File: src/rtl/riscv_bp_pkg.sv
// rtl/riscv_bp_pkg.sv - shared constants and types for the branch-predictor history front end
package riscv_bp_pkg;

  localparam int BP_IDX_W = 10;
  localparam int BP_DEPTH = 4;
  localparam logic [6:0] BR_OPCODE = 7'b1100011;

  typedef struct packed {
    logic [BP_IDX_W-1:0] idx;
    logic                pred;
  } bp_entry_t;

endpackage

File: src/rtl/bp_inflight_fifo.sv
// rtl/bp_inflight_fifo.sv - circular FIFO of in-flight predicted branches with flush
module bp_inflight_fifo #(
  parameter int DATA_W = 11,
  parameter int DEPTH  = 4,
  localparam int PW    = $clog2(DEPTH),
  localparam int CW    = PW + 1
) (
  input  logic              clk,
  input  logic              rst,
  input  logic              push,
  input  logic              pop,
  input  logic              flush,
  input  logic [DATA_W-1:0] wdata,
  output logic [DATA_W-1:0] rdata,
  output logic [CW-1:0]     count,
  output logic              full,
  output logic              empty
);

  logic [DATA_W-1:0] mem_q [DEPTH];
  logic [DATA_W-1:0] mem_d [DEPTH];
  logic [PW-1:0]     rd_ptr_q, rd_ptr_d, wr_ptr_q, wr_ptr_d;
  logic [CW-1:0]     count_q, count_d;
  logic              do_push, do_pop;

  assign full  = (count_q == CW'(DEPTH));
  assign empty = (count_q == '0);
  assign rdata = mem_q[rd_ptr_q];
  assign count = count_q;

  // A full FIFO rejects pushes even when a pop frees a slot this cycle.
  assign do_push = push && !full;
  assign do_pop  = pop && !empty;

  always_comb begin
    mem_d    = mem_q;
    rd_ptr_d = rd_ptr_q;
    wr_ptr_d = wr_ptr_q;
    count_d  = count_q;
    if (flush) begin
      rd_ptr_d = '0;
      wr_ptr_d = '0;
      count_d  = '0;
    end else begin
      if (do_push) begin
        mem_d[wr_ptr_q] = wdata;
        wr_ptr_d        = wr_ptr_q + PW'(1);
      end
      if (do_pop) begin
        rd_ptr_d = rd_ptr_q + PW'(1);
      end
      count_d = count_q + CW'(do_push) - CW'(do_pop);
    end
  end

  always_ff @(posedge clk) begin
    if (rst) begin
      rd_ptr_q <= '0;
      wr_ptr_q <= '0;
      count_q  <= '0;
      for (int i = 0; i < DEPTH; i++) mem_q[i] <= '0;
    end else begin
      rd_ptr_q <= rd_ptr_d;
      wr_ptr_q <= wr_ptr_d;
      count_q  <= count_d;
      mem_q    <= mem_d;
    end
  end

endmodule

File: src/rtl/bp_history_unit.sv
// rtl/bp_history_unit.sv - gshare index generation, speculative/architectural GHR and PHT update return
module bp_history_unit
  import riscv_bp_pkg::*;
#(
  parameter int IDX_W = BP_IDX_W,
  parameter int DEPTH = BP_DEPTH
) (
  input  logic             clk,
  input  logic             rst,
  input  logic             fetch_valid,
  input  logic [31:0]      fetch_pc,
  output logic             fetch_ready,
  output logic [IDX_W-1:0] pht_addr,
  input  logic             pht_predict,
  input  logic             resolve_valid,
  input  logic             resolve_taken,
  output logic             upd_valid,
  output logic [IDX_W-1:0] upd_idx,
  output logic             upd_taken,
  output logic             mispredict
);

  localparam int CW = $clog2(DEPTH) + 1;

  logic [IDX_W-1:0] spec_ghr_q, spec_ghr_d, arch_ghr_q, arch_ghr_d;
  logic [IDX_W-1:0] upd_idx_q, upd_idx_d;
  logic             upd_valid_q, upd_valid_d, upd_taken_q, upd_taken_d;
  logic             mispredict_q, mispredict_d;
  logic             push, pop, flush, full, empty;
  logic [IDX_W:0]   head;
  logic [CW-1:0]    count;
  logic             unused_bits;

  assign pht_addr    = fetch_pc[IDX_W+1:2] ^ spec_ghr_q;
  assign fetch_ready = !full;
  assign push        = fetch_valid && !full;
  assign pop         = resolve_valid && !empty;
  assign flush       = pop && (resolve_taken != head[0]);
  assign unused_bits = ^{fetch_pc[31:IDX_W+2], fetch_pc[1:0], count};

  bp_inflight_fifo #(
    .DATA_W (IDX_W + 1),
    .DEPTH  (DEPTH)
  ) u_fifo (
    .clk   (clk),
    .rst   (rst),
    .push  (push),
    .pop   (pop),
    .flush (flush),
    .wdata ({pht_addr, pht_predict}),
    .rdata (head),
    .count (count),
    .full  (full),
    .empty (empty)
  );

  always_comb begin
    arch_ghr_d   = arch_ghr_q;
    spec_ghr_d   = spec_ghr_q;
    upd_valid_d  = pop;
    mispredict_d = flush;
    upd_idx_d    = upd_idx_q;
    upd_taken_d  = upd_taken_q;
    if (pop) begin
      arch_ghr_d  = {arch_ghr_q[IDX_W-2:0], resolve_taken};
      upd_idx_d   = head[IDX_W:1];
      upd_taken_d = resolve_taken;
    end
    // On mispredict the speculative history is rebuilt from the corrected architectural one.
    if (flush) begin
      spec_ghr_d = arch_ghr_d;
    end else if (push) begin
      spec_ghr_d = {spec_ghr_q[IDX_W-2:0], pht_predict};
    end
  end

  always_ff @(posedge clk) begin
    if (rst) begin
      spec_ghr_q   <= '0;
      arch_ghr_q   <= '0;
      upd_valid_q  <= 1'b0;
      upd_idx_q    <= '0;
      upd_taken_q  <= 1'b0;
      mispredict_q <= 1'b0;
    end else begin
      spec_ghr_q   <= spec_ghr_d;
      arch_ghr_q   <= arch_ghr_d;
      upd_valid_q  <= upd_valid_d;
      upd_idx_q    <= upd_idx_d;
      upd_taken_q  <= upd_taken_d;
      mispredict_q <= mispredict_d;
    end
  end

  assign upd_valid  = upd_valid_q;
  assign upd_idx    = upd_idx_q;
  assign upd_taken  = upd_taken_q;
  assign mispredict = mispredict_q;

endmodule

File: config.mk
export PLATFORM = sky130hd
export DESIGN_NAME = bp_history_unit
export DESIGN_NICKNAME = d
export VERILOG_FILES = /design/src/rtl/riscv_bp_pkg.sv /design/src/rtl/bp_inflight_fifo.sv /design/src/rtl/bp_history_unit.sv
export SDC_FILE = /design/constraint.sdc
export NUM_CORES = 1
export LEC_CHECK = 0
export BUFFER_PORTS_ARGS = -buffer_cell sky130_fd_sc_hd__buf_2
export CAP_MARGIN = 25
export CORE_UTILIZATION = 60
export DETAILED_ROUTE_END_ITERATION = 8
export PLACE_DENSITY = 0.84
export REMOVE_ABC_BUFFERS = 1
export SLEW_MARGIN = 25
export SYNTH_ARGS = -nofsm -noshare
export SYNTH_HDL_FRONTEND = slang
export SYNTH_HIERARCHICAL = 1
export SYNTH_SLANG_ARGS = --single-unit
File: constraint.sdc
create_clock -name clk -period 6.3 [get_ports clk]
set_input_delay 0.945 -clock clk [delete_from_list [all_inputs] [get_ports clk]]
set_output_delay 0.945 -clock clk [all_outputs]
set_load 0.005 [all_outputs]
# After elaboration in Yosys (flattened, before gate mapping)
# Index checks and enable logic that the tools add are counted.
dict set report word_totals {
  regBits 84
  in_bits 38
  out_inout_bits 24
  elab_cells 47
}
dict set report classes {
  add_sub_neg 4
  order_cmp 3
  eq_ne 2
  n_mux 9
  bitwise_logic 4
  reduce_logical 12
}
# operator count
set ops {}
lappend ops {{$bwmux W44} 1}
lappend ops {{$mux W11} 3}
lappend ops {{$mux W10} 3}
lappend ops {{$bmux W11 S2} 1}
lappend ops {{$demux W11 S2} 1}
lappend ops {{$xor A10 B10 Y10} 1}
lappend ops {{$ge A3 B3 Y1 const B} 2}
lappend ops {{$logic_and A1 B1 Y1} 6}
lappend ops {{$not A2 Y3} 2}
lappend ops {{$add A2 B1 Y2 const B} 2}
lappend ops {{$add A3 B1 Y3} 1}
lappend ops {{$eq A3 B3 Y1 const B} 1}
lappend ops {{$logic_not A3 Y1} 1}
lappend ops {{$lt A3 B1 Y1 const B} 1}
lappend ops {{$sub A3 B1 Y3} 1}
lappend ops {{$logic_not A1 Y1} 2}
lappend ops {{$reduce_and A2 Y1} 1}
lappend ops {{$reduce_bool A2 Y1} 1}
lappend ops {{$reduce_or A2 Y1} 1}
lappend ops {{$ne A1 B1 Y1} 1}
lappend ops {{$not A1 Y1} 1}

# Logic depth before layout (Yosys ltp)
# Gate-level depths: netlist (run 1).
dict set report logic_depth {
  depth_word 8
  mapped_depth 15
  ltp_nobuf 13
}

# Modules after synthesis
# The synthesis (run 1) kept the hierarchy.
# mod instances cells_per_inst area_each_um2 seq_area_each_um2
set by_module_without_submodules {}
lappend by_module_without_submodules {bp_inflight_fifo 1 217 2454.9 1021.0}
lappend by_module_without_submodules {bp_history_unit 1 165 1313.8 640.6}

# Worst setup path after synthesis (run 1)
# No wires, ideal clock.
dict set report synth_path {
  path_type {in2reg}
  startpoint {input port resolve_valid}
  endpoint {register u_fifo.count_q[2] (netlist: u_fifo/count[2])}
  setup_time_ps 115
  arrival_time_ps 2800
  required_ps 6185
  path_slack_ps 3385
  path_stages 13
  n_path_buf 2
  path_cell_list {nand2b_1 > buf_2 > inv_2 > buf_2 > nor2b_1 > ha_1 > inv_1 > ha_1 > inv_1 > fa_1 > xnor2_1 > xnor2_1 > and2_1}
}
dict set report synth_via {
  elab_chain_cells 3
  word_cells_on_any_way 5
  cone_classes {1 x add/sub; 4 x reduce/logical}
}
# item line_no
set synth_lines {}
lappend synth_lines {{start: declaration} bp_history_unit.sv:15} ;# input logic resolve_valid,
lappend synth_lines {{$logic_and A1 B1 Y1} bp_history_unit.sv:37} ;# assign pop = resolve_valid && !empty;
lappend synth_lines {{via pop} bp_history_unit.sv:29} ;# logic push, pop, flush, full, empty;
lappend synth_lines {{$logic_and A1 B1 Y1} bp_inflight_fifo.sv:33} ;# assign do_pop = pop && !empty;
lappend synth_lines {{via u_fifo.do_pop} bp_inflight_fifo.sv:24} ;# logic do_push, do_pop;
lappend synth_lines {{$sub A3 B1 Y3} bp_inflight_fifo.sv:52} ;# count_d = count_q + CW'(do_push) - CW'(do_pop);
lappend synth_lines {{end signal: assignment} bp_inflight_fifo.sv:65} ;# count_q <= count_d;
lappend synth_lines {{end: declaration} bp_inflight_fifo.sv:23} ;# logic [CW-1:0] count_q, count_d;
# The timed path passes the listed nets, and every way through them passes these cells.
# A chain may end at the register's enable or synchronous reset.

# Worst setup path in the final report (run 1)
dict set report layout_path {
  startpoint {register u_fifo.rd_ptr_q[0]}
  endpoint {register u_fifo/mem_q[31] (netlist bit)}
}
dict set report layout_via {
  elab_chain_cells 8
}
# item line_no
set layout_lines {}
lappend layout_lines {{start: declaration} bp_inflight_fifo.sv:22} ;# logic [PW-1:0] rd_ptr_q, rd_ptr_d, wr_ptr_q, wr_ptr_d;
lappend layout_lines {{start signal: assignment} bp_inflight_fifo.sv:63} ;# rd_ptr_q <= rd_ptr_d;
lappend layout_lines {{$not A2 Y3 (implied by the code)} bp_inflight_fifo.sv:28} ;# assign rdata = mem_q[rd_ptr_q];
lappend layout_lines {{$bmux W11 S2} bp_inflight_fifo.sv:28}
lappend layout_lines {{$mux W11 (implied by the code) (2 in series)} bp_inflight_fifo.sv:28}
lappend layout_lines {{via head[0]} bp_history_unit.sv:30} ;# logic [IDX_W:0] head;
lappend layout_lines {{$ne A1 B1 Y1} bp_history_unit.sv:38} ;# assign flush = pop && (resolve_taken != head[0]);
lappend layout_lines {{$logic_and A1 B1 Y1} bp_history_unit.sv:38}
lappend layout_lines {{via flush} bp_history_unit.sv:29}
lappend layout_lines {{$not A1 Y1 (no line)} -}
lappend layout_lines {{$reduce_and A2 Y1 (no line)} -}
lappend layout_lines {{end signal: assignment} bp_inflight_fifo.sv:66} ;# mem_q <= mem_d;
lappend layout_lines {{end: declaration} bp_inflight_fifo.sv:20} ;# logic [DATA_W-1:0] mem_q [DEPTH];
# The timed path passes the listed nets, and every way through them passes these cells. The select of a mux whose other input is x is not followed.

==> key figures, run 1 <==
Status
  – Outcome: finished clean

Clocking
  – TritonCTS buffer count: 9
  – Quantity of gates resized following cts: 0
  – Root buf cell: clkbuf_8
  – H-tree depth: 3
  – CTS tree: yes
  – Clock Sinks: 83
  – Worst skew pair latency: about 0.35 ns
  – Post-CTS Setup Inserts: 0
  – Clock Pin Slew Worst Setup and Hold Paths: 0.08 ns
  – Clock Path Buffers: 2
  – Hold buffer count at CTS: 0

Power
  – Net Switching: roughly 470 uW
  – Int Pwr: between 900 and 1000 uW
  – Clk pwr share: 26.0%
  – Flop pwr share: around 46%
  – Static leakage: around 0.0017 uW
  – Power share of the combinational group: 27.7%
  – IR drop worst, VDD: around 0.21 mV
  – Sw Share: 32.9%
  – PD cells: between 300 and 400 mW/mm^2

STA
  – Minimum clock period after layout: between 3 and 4 ns
  – Fin crit share: 55.4%
  – Worst-Margin Slew: 0.860 ns
  – Final Hold Violating Endpoints: 0
  – Worst Skew: approximately 0.011 ns
  – Final setup viols: 0
  – Final hold slack: approximately 0.45 ns
  – F_max: between 200 and 300 MHz
  – Slew HR: around 43%
  – Max Slew Vio Count: 0
  – Final setup TNS: 0 ns
  – RSZ-0062 raised after global routing: false

Placed design
  – RePlAce Congestion: between 0.7 and 0.8
  – DP HPWL: 4790 um
  – Buffers on Ports: 39

Global routing
  – Gr usage total: 25.1%
  – Antenna violations before repair: 0
  – Vias in the first global route: about 2600
  – Largest net degree at the start of global routing: slightly above 90
  – First-pass GRT wire length: ~12000 um
  – GR Overflow Total: 0

Synthesis
  – Cell Area, Synth: approximately 0.0038 mm^2
  – Synth Warn #: 6
  – FF+latch count, synth: 83
  – Yosys cell types: 37
  – Syn avg cell area: slightly below 10 um^2
  – Cells after Synth: between 300 and 400
  – Sequential area share after synthesis: 44.1%

Cells and area
  – Layout Utilization: 68.6%
  – Commonest cells after routing, fill and taps aside: 83 x dfxtp_1, 60 x nand2_1, 58 x nand2b_1
  – Most common cell after layout, fill and taps aside: dfxtp_1
  – Layout cells sized above 1: between 15 and 20%
  – Antenna cells: 0
  – Area growth, synth to finish: 9.10%
  – Nets: 452

Die
  – Die Footprint: between 0.006 and 0.007 mm^2
  – Die height: between 80 and 90 um
  – Core area: ~0.006 mm^2
  – # rows: 28
  – Initial Util: between 60% and 70%
  – Width of the die: 81.3 um
  – Ports: 62

Setup path
  – R2r startpoint: u_fifo/rd_ptr_q[0]
  – Worst path arrival time: ~3.8 ns
  – Startpoint Class: flop
  – Worst R2R Setup Slack: 2.81 ns
  – Worst EP required: ~6.6 ns
  – Worst-path fanout max: 14
  – Worst r2r dst: u_fifo/mem_q[31]
  – Worst setup EP type: flop
  – Path type of the worst setup path: reg2reg
  – Reg2Reg Depth: 7

Min path
  – Worst hold path class: reg2reg
  – Min-delay src: upd_idx[6]
  – Worst Hold Depth: 2
  – WHS Endpoint: upd_idx[6]

Route
  – Vias/cell: 5.56
  – DR WL/cell: roughly 15 um
  – Via count: between 2000 and 3000
  – DR iter-0 viols: 139
  – # DRC: 0
  – Final antenna-violating net count: 0
  – Pre-antenna DRT Iters: 4
  – Drt total wl: around 7400 um

Run
  – Max-Cap Viols: 0
-- power groups by stage --
stage	logic (uW)	registers, uW	clock network (uW)
finish	394	660	370
CTS	396	661	375
global placement	381	669	0
global route	438	671	396
floorplan	277	656	0
detailed placement	393	672	0
-- synth_stat cells --
library cell  number  area (um^2)
nand3_1            2         10.0
or3_1              1         6.26
o21ai_1            1         5.00
a21boi_1           1         7.51
dfxtp_1           83         1660
nand3b_1           1         7.51
a21oi_1           20          100
o21ai_0            1         5.00
and3_1             1         6.26
a311oi_1           9         78.8
nor2b_1            1         6.26
nand3_2            3         30.0
or3b_1             1         8.76
nor3_1            13         65.1
and3_4             1         11.3
xor2_1            11         96.3
o311ai_0           1         8.76
o211ai_1           1         7.51
inv_1              8         30.0
ha_1               6         75.1
and2_1             2         12.5
o22ai_1            1         6.26
fa_1               1         20.0
inv_2              2         7.51
nor2_1             3         11.3
a221oi_1           1         8.76
nand2_1           60          225
mux2i_1           45          450
buf_1              1         3.75
and2b_1            1         7.51
nand2b_1          58          363
buf_6              4         45.0
mux4_2            11          248
buf_2             10         50.1
buf_4              2         15.0
xnor2_1            3         26.3
clkbuf_1          11         41.3
-- per-layer routing --
metal / global-route usage [%] / routed length, um
met4: 11.4 / 114
met5: 0 / 0
met3: 4.38 / 355
met1: 30.8 / 3290
met2: 42.9 / 3650
-- state kept, by name, indices dropped and copies added (netlist names) --
signal and count:
arch_ghr_q 9, upd_idx 10, u_fifo/wr_ptr_q 2, u_fifo/mem_q 44, u_fifo/rd_ptr_q 2, u_fifo/count 3
upd_taken 1, spec_ghr_q 10, mispredict 1, upd_valid 1
-- cell type report --
class / count / area [um^2]
Multi-Input combinational cell: 261 / 1910
Timing Repair Buffer: 42 / 218
Tap cell: 75 / 93.8
Inverter: 10 / 37.5
Clock buffer: 12 / 135
Clock inverter: 4 / 51.3
Sequential cell: 83 / 1660
Fill cell: 495 / 1880
-- stage by stage --
step / instances / worst slack (ns) / instance area, um^2 / total power (uW)
6_report: 487 / 2.81 / 4110 / 1420
5_1_grt: 487 / 2.51 / 4110 / 1510
4_1_cts: 487 / 2.78 / 4110 / 1430
3_5_place_dp: 471 / 2.77 / 3930 / 1060
3_3_place_gp: 471 / 2.85 / 3930 / 1050
2_1_floorplan: 354 / 2.87 / 3610 / 933
-- kinds of logic (layout without fill, tap and decap cells) --
logic type | after synthesis | count (layout) | share of synthesized area [%]
XOR/XNOR | 14 | 14 | 3.25
buffers and inverters | 38 | 68 | 5.11
AND/OR/NAND/NOR | 148 | 148 | 20.5
AO/OA/AOI/OAI | 36 | 36 | 6.04
adder cells (fa/ha/maj) | 7 | 7 | 2.52
multiplexers | 56 | 56 | 18.5
flip-flops | 83 | 83 | 44.1
-- worst max path at each step --
stage                  endpoint               start  slack, ns  cells after the start
2_1_floorplan   u_fifo/count[2]       resolve_valid       2.87                     11
6_report       u_fifo/mem_q[31]  u_fifo/rd_ptr_q[0]       2.81                      7
3_3_place_gp   u_fifo/mem_q[22]       resolve_valid       2.85                      9
3_5_place_dp   u_fifo/mem_q[31]       resolve_valid       2.77                      9
4_1_cts        u_fifo/mem_q[31]  u_fifo/rd_ptr_q[0]       2.78                      7
5_1_grt        u_fifo/mem_q[31]  u_fifo/rd_ptr_q[0]       2.51                      7
-- worst max-delay path: stages (launching register included) --
cell	delay, ns
dfxtp_1	0.89
mux4_2	0.63
xnor2_1	0.19
nand2b_1	0.41
inv_1	0.18
and2b_1	0.36
nand3_2	0.41
mux2i_1	0.33
No activity file was read; power rests on OpenSTA's default activity.
==> run 2, diff against run 1 <==
- ABC_AREA: unset -> 1
- CORE_UTILIZATION: 60 -> 57
- PLACE_DENSITY: 0.84 -> 0.8
- clock period: 6.3 -> 3.5 ns (I/O delays scaled with it)
==> key figures, run 2 <==
Die
  – Die height: roughly 86 um
  – Ports: 62
  – # rows: 30
  – Core area: between 0.006 and 0.007 mm^2
  – Initial Util: approximately 59%
  – Width of the die: around 86 um
  – Die Footprint: about 0.0075 mm^2

STA
  – RSZ-0062 raised after global routing: false
  – Fin crit share: between 70% and 80%
  – Final setup viols: 0
  – Final worst setup slack: 0.725 ns
  – Slew HR: a little over half
  – Max Slew Vio Count: 0
  – Final Hold Violating Endpoints: 0
  – Final setup TNS: 0 ns
  – F_max: 360 MHz
  – Worst Skew: about 0.0064 ns
  – Worst-Margin Slew: approximately 0.69 ns
  – Minimum clock period after layout: about 2.8 ns
  – Final hold slack: roughly 0.47 ns

Cells and area
  – Register with the most flip-flops: u_fifo/mem_q
  – Layout Utilization: roughly two thirds
  – Area growth, synth to finish: 9.44%
  – Commonest cells after routing, fill and taps aside: 170 x nand2_1, 127 x nor2_1, 84 x dfxtp_1
  – Filler cell count: 652
  – Layout cells sized above 1: 12.5%
  – Antenna cells: 0
  – Max reg flops: 44
  – Most common cell after layout, fill and taps aside: nand2_1
  – Nets: between 600 and 700

Route
  – DR iter-0 viols: between 200 and 300
  – Met1 WL: 3860 um
  – Uppermost layer routed: met4
  – Via count: between 3000 and 4000
  – Pre-antenna DRT Iters: 5
  – DR WL/cell: between 10 and 15 um
  – Drt total wl: approximately 8800 um
  – Vias/cell: between 4 and 5
  – Final antenna-violating net count: 0
  – Met3 WL: approximately 430 um
  – Metal2 WL: between 4000 and 5000 um
  – # DRC: 0

Synthesis
  – Post-synth top area share: 41.5%
  – FFs w/ async S/R, synth: 0%
  – Yosys cell types: 26
  – Area contributors post-synth: dfxtp_1 41%, nand2_1 16%, nor2_1 12%
  – Synth top cells by count: 170 x nand2_1, 127 x nor2_1, 84 x dfxtp_1
  – Area leader, netlist: dfxtp_1
  – FF+latch count, synth: 84
  – Cells after Synth: between 600 and 700
  – EDFF count, synth: 0
  – Cell Area, Synth: between 0.004 and 0.005 mm^2
  – Sequential area share after synthesis: 41.5%
  – Synth Warn #: 6
  – Synth Flop Type: dfxtp_1
  – Most common cell in the netlist: nand2_1
  – Syn avg cell area: around 6.7 um^2

Setup path
  – Worst-path fanout max: 22
  – Startpoint Class: flop
  – Worst R2R Setup Slack: about 0.73 ns
  – R2r startpoint: u_fifo/rd_ptr_q[1]
  – Worst EP required: around 3.8 ns
  – Path type of the worst setup path: reg2reg
  – Reg2Reg Depth: 13
  – Worst r2r dst: u_fifo/mem_q[42]
  – Worst setup EP type: flop
  – Worst path arrival time: 3.06 ns

Min path
  – Min-delay src: upd_taken
  – Worst hold path class: reg2reg
  – Worst Hold Depth: 2
  – WHS Endpoint: upd_taken

Run
  – Max-Cap Viols: 0

Clocking
  – H-tree depth: 3
  – Worst skew pair latency: roughly 0.36 ns
  – Clock Pin Slew Worst Setup and Hold Paths: roughly 0.08 ns
  – Clock Sinks: 84
  – Hold buffer count at CTS: 0
  – Post-CTS Setup Inserts: 0
  – CTS tree: yes
  – TritonCTS buffer count: 9
  – Clock Path Buffers: 2
  – Root buf cell: clkbuf_8
  – Quantity of gates resized following cts: 0

Placed design
  – Place WS: between 0.8 and 0.9 ns
  – RePlAce Congestion: between 0.8 and 0.9
  – Buffers on Ports: 39
  – DP HPWL: ~5600 um

Global routing
  – GR Overflow Total: 0
  – First-pass GRT wire length: between 10000 and 15000 um
  – Gr usage total: between 20 and 30%
  – Largest net degree at the start of global routing: 45
  – Antenna violations before repair: 0
  – Vias in the first global route: about 3200

Status
  – Outcome: finished clean

Power
  – PD cells: around 740 mW/mm^2
  – IR drop worst, VDD: 0.451 mV
  – Static leakage: roughly 0.0023 uW
run 2: cell count changes after synthesis, sizes merged, moves of 23 or more:
cell    change
a21oi      +29
o21ai      +23
inv        +65
nand2b     -58
nand2     +112
mux2i      -45
nor2      +127
run 2: power by group:
group / internal (uW) / switching (uW) / leakage (uW)
registers: 1190 / 130 / 0.000686
logic: 428 / 814 / 0.00151
clock network: 385 / 326 / 0.000103
total: 2000 / 1270 / 0.00230
run 2: area by class of cell:
cell class	count	area, um^2	area share, %
clock buffer	14	173	3.89
clock inverter	1	30.0	0.677
inverter	76	285	6.43
multi-input combinational	418	1910	43.0
sequential	84	1680	37.9
tap	96	120	2.71
timing repair buffer	45	240	5.41
run 2: per-stage QoR:
| stage | power (uW) | cells | area (um^2) |
|---|---|---|---|
| after floorplan | 2200 | 578 | 3870 |
| after global placement | 2520 | 719 | 4240 |
| after detailed placement | 2570 | 719 | 4240 |
| after CTS | 3290 | 734 | 4440 |
| after global routing | 3540 | 734 | 4440 |
| final | 3270 | 734 | 4440 |
run 2: kinds of logic after synthesis:
logic type	after synthesis	synth area share (%)
compound gates	74	9.78
buf+inv	104	11.5
fa+ha+maj	7	2.34
simple gates	326	32.6
xor+xnor	11	2.38
flops	84	41.5
run 2: worst max path at each step:
stage                  startpoint                to  slack, ns  cells after the start
6_report       u_fifo/rd_ptr_q[1]  u_fifo/mem_q[42]       0.73                     13
4_1_cts        u_fifo/rd_ptr_q[1]  u_fifo/mem_q[42]       0.78                     13
2_1_floorplan     u_fifo/count[1]   u_fifo/count[2]       1.10                     15
3_5_place_dp   u_fifo/rd_ptr_q[1]  u_fifo/mem_q[42]       0.85                     13
5_1_grt        u_fifo/rd_ptr_q[1]  u_fifo/mem_q[13]       0.50                     13
3_3_place_gp      u_fifo/count[1]   u_fifo/count[2]       0.96                     16
run 2: per-layer routing:
metal,vias to the layer above,GRT usage (%)
met2,90,42.3
met3,17,6.76
li1,1881,-
met5,-,0
met4,0,11.4
met1,1589,30.5
run 2: worst max-delay path, cell delays in order, from the launching register on:
cell	delay, ns
dfxtp_1	0.33
inv_1	0.39
o21ai_0	0.19
a21oi_1	0.17
a21oi_1	0.09
inv_1	0.07
nand2_1	0.08
nand2_1	0.12
nor2_4	0.08
inv_1	0.18
nand4_2	0.57
nand2_1	0.21
nand2_1	0.07
nor2_1	0.13
==> run 3, diff against run 2 <==
- CORE_UTILIZATION: 57 -> 51
- PLACE_DENSITY: 0.8 -> 0.76
- clock period: 3.5 -> 2.29 ns (I/O delays scaled with it)
==> key figures, run 3 (synthesis gave the netlist of run 2 again) <==
Power
  – Static leakage: 0.00235 uW
  – Int Pwr: between 3000 and 4000 uW
  – Net Switching: about 2000 uW
  – Flop pwr share: between 40% and 50%
  – PD cells: approximately 1100 mW/mm^2
  – Clk pwr share: 20.7%
  – Sw Share: between 30% and 40%
  – IR drop worst, VDD: about 0.55 mV
  – Power share of the combinational group: just under 40%
  – Overall power: between 5000 and 6000 uW

Route
  – DR iter-0 viols: approximately 210
  – # DRC: 0
  – DR WL/cell: roughly 12 um
  – Drt total wl: about 9200 um
  – Final antenna-violating net count: 0
  – Pre-antenna DRT Iters: 4
  – Vias/cell: 4.86
  – Via count: between 3000 and 4000

Setup path
  – Startpoint Class: flop
  – Worst R2R Setup Slack: 0.13 ns
  – Worst-path fanout max: 4
  – Worst path arrival time: 2.40 ns
  – Path type of the worst setup path: reg2reg
  – Reg2Reg Depth: 14
  – Top cell by count, worst path: inv_1
  – Worst r2r dst: u_fifo/count[2]
  – Worst EP required: about 2.5 ns
  – Worst setup EP type: flop
  – R2r startpoint: u_fifo/count[1]
  – Worst path max stage delay: roughly 0.37 ns
  – Worst path cell trace: nor2_4 > nand2_1 > inv_2 > nor2_2 > nand2_1 > inv_1 > ha_1 > inv_1 > ha_1 > inv_1 > fa_1 > xor2_1 > inv_1 > nor2_1
  – CP max stage cell: fa_1

STA
  – Final setup viols: 0
  – Worst-Margin Slew: 0.475 ns
  – F_max: 463 MHz
  – Max Slew Vio Count: 0
  – Slew HR: roughly two thirds
  – Worst Skew: 0.00718 ns
  – Minimum clock period after layout: ~2.2 ns
  – Fin crit share: between 90% and 100%
  – Final Hold Violating Endpoints: 0
  – Final worst setup slack: roughly 0.13 ns

Min path
  – Min-delay src: pht_predict
  – Worst Hold Depth: 3
  – WHS Endpoint: u_fifo/mem_q[33]
  – Worst hold path class: in2reg

Cells and area
  – Multi-input gate area: about 0.0019 mm^2
  – Final cell count without fillers: 753
  – Antenna cells: 0
  – Fin area: between 0.004 and 0.005 mm^2
  – Sequential Area: 0.00168 mm^2
  – Filler cell count: between 700 and 800
  – Register with the most flip-flops: u_fifo/mem_q
  – Layout cells sized above 1: about 15%
  – Most common cell after layout, fill and taps aside: nand2_1
  – Commonest cells after routing, fill and taps aside: 169 x nand2_1, 127 x nor2_1, 82 x dfxtp_1
  – Area growth, synth to finish: 11.9%
  – Max reg flops: 44
  – Nets: ~700

Global routing
  – Largest net degree at the start of global routing: 45
  – Vias in the first global route: between 3000 and 4000
  – First-pass GRT wire length: 15400 um
  – GR Overflow Total: 0
  – Antenna violations before repair: 0
  – Gr usage total: between 20% and 30%

Status
  – Outcome: finished clean

Clocking
  – CTS tree: yes
  – Clock Pin Slew Worst Setup and Hold Paths: ~0.08 ns
  – Root buf cell: clkbuf_8
  – Clock Path Buffers: 2
  – H-tree depth: 3
  – Worst skew pair latency: roughly 0.35 ns
  – Post-CTS Setup Inserts: 0
  – Clock Sinks: between 80 and 90
  – TritonCTS buffer count: 9
  – Hold buffer count at CTS: 0

Die
  – Ports: between 60 and 70
  – Width of the die: about 91 um
  – Core area: about 0.0077 mm^2
  – Die height: approximately 91 um
  – Initial Util: 52.5%
  – # rows: 32
  – Die Footprint: 0.00831 mm^2

Placed design
  – RePlAce Congestion: ~0.75
  – Buffers on Ports: 39
  – Dpl cell area: around 0.0043 mm^2
  – Place WS: between 0.06 and 0.07 ns
  – # placed instances: 737
  – DP HPWL: about 6200 um

Run
  – Max-Cap Viols: 0
==> run 3: cell types whose count changed in the layout (fill, tap and decap cells not counted) <==
cell / change
nand2_2: +1
clkbuf_8: -2
inv_2: +1
nor2_4: +1
dfxtp_2: +2
clkinv_2: +2
nand2_1: -1
nor2_2: -1
clkinv_4: +1
buf_4: +12
dfxtp_1: -2
inv_1: -1
==> run 3: through the flow <==
| step | hold slack [ns] | setup TNS, ns | utilization (%) |
|---|---|---|---|
| floorplan | 0.406 | -1.29 | - |
| global placement | 0.449 | 0 | 56.1 |
| detailed placement | 0.460 | 0 | 56.1 |
| CTS | 0.293 | 0 | 58.6 |
| global route | 0.303 | -0.00827 | 58.7 |
| finish | 0.300 | 0 | 58.7 |
==> run 3: worst max-delay path, delay by kind of cell, from the launching register on <==
family,cells,cell delay (ns)
buffers and inverters,5,0.32
and+or+nand+nor,5,0.43
DFF,1,0.36
xor gates and xnor gates,1,0.15
adders and majority gates,3,0.79
==> run 3: metal layers <==
metal | up-vias | global-route usage [%] | part of all wire (%)
li1 | 1909 | - | -
met1 | 1647 | 29.2 | 45
met2 | 93 | 38.8 | 48
met3 | 14 | 3.94 | 4.4
met4 | 0 | 10.4 | 1.8
met5 | - | 0 | 0
==> run 3: how the worst max path moves through the flow <==
stage | start | to | cells past startpoint
after floorplan | u_fifo/count[1] | u_fifo/count[2] | 15
after global placement | u_fifo/count[1] | u_fifo/count[2] | 15
after detailed placement | u_fifo/count[1] | u_fifo/count[2] | 14
after CTS | u_fifo/count[1] | u_fifo/count[2] | 14
after global routing | u_fifo/count[1] | u_fifo/count[2] | 14
final | u_fifo/count[1] | u_fifo/count[2] | 14
==> run 3: power by group through the flow <==
stage               Clock, uW  Combinational (uW)  Sequential [uW]
floorplan                   0                1350             2020
global placement            0                1870             2040
detailed placement          0                1940             2060
CTS                      1070                1970             2030
global route             1140                2270             2080
finish                   1050                1980             2040
==> run 3: final cells by class <==
class                      instances  area share (%)
timing repair buffer              57            7.28
sequential                        84            37.1
tap                              102            2.81
inverter                          76            6.29
clock inverter                     4            1.08
multi-input combinational        418            42.2
clock buffer                      12            3.20
==> run 3: repair_timing <==
item | 4_1_cts | 5_1_grt
endpoints found under the hold margin | 0 | 0
resized for setup | 0 | 5
endpoints found under the setup margin | 0 | 2
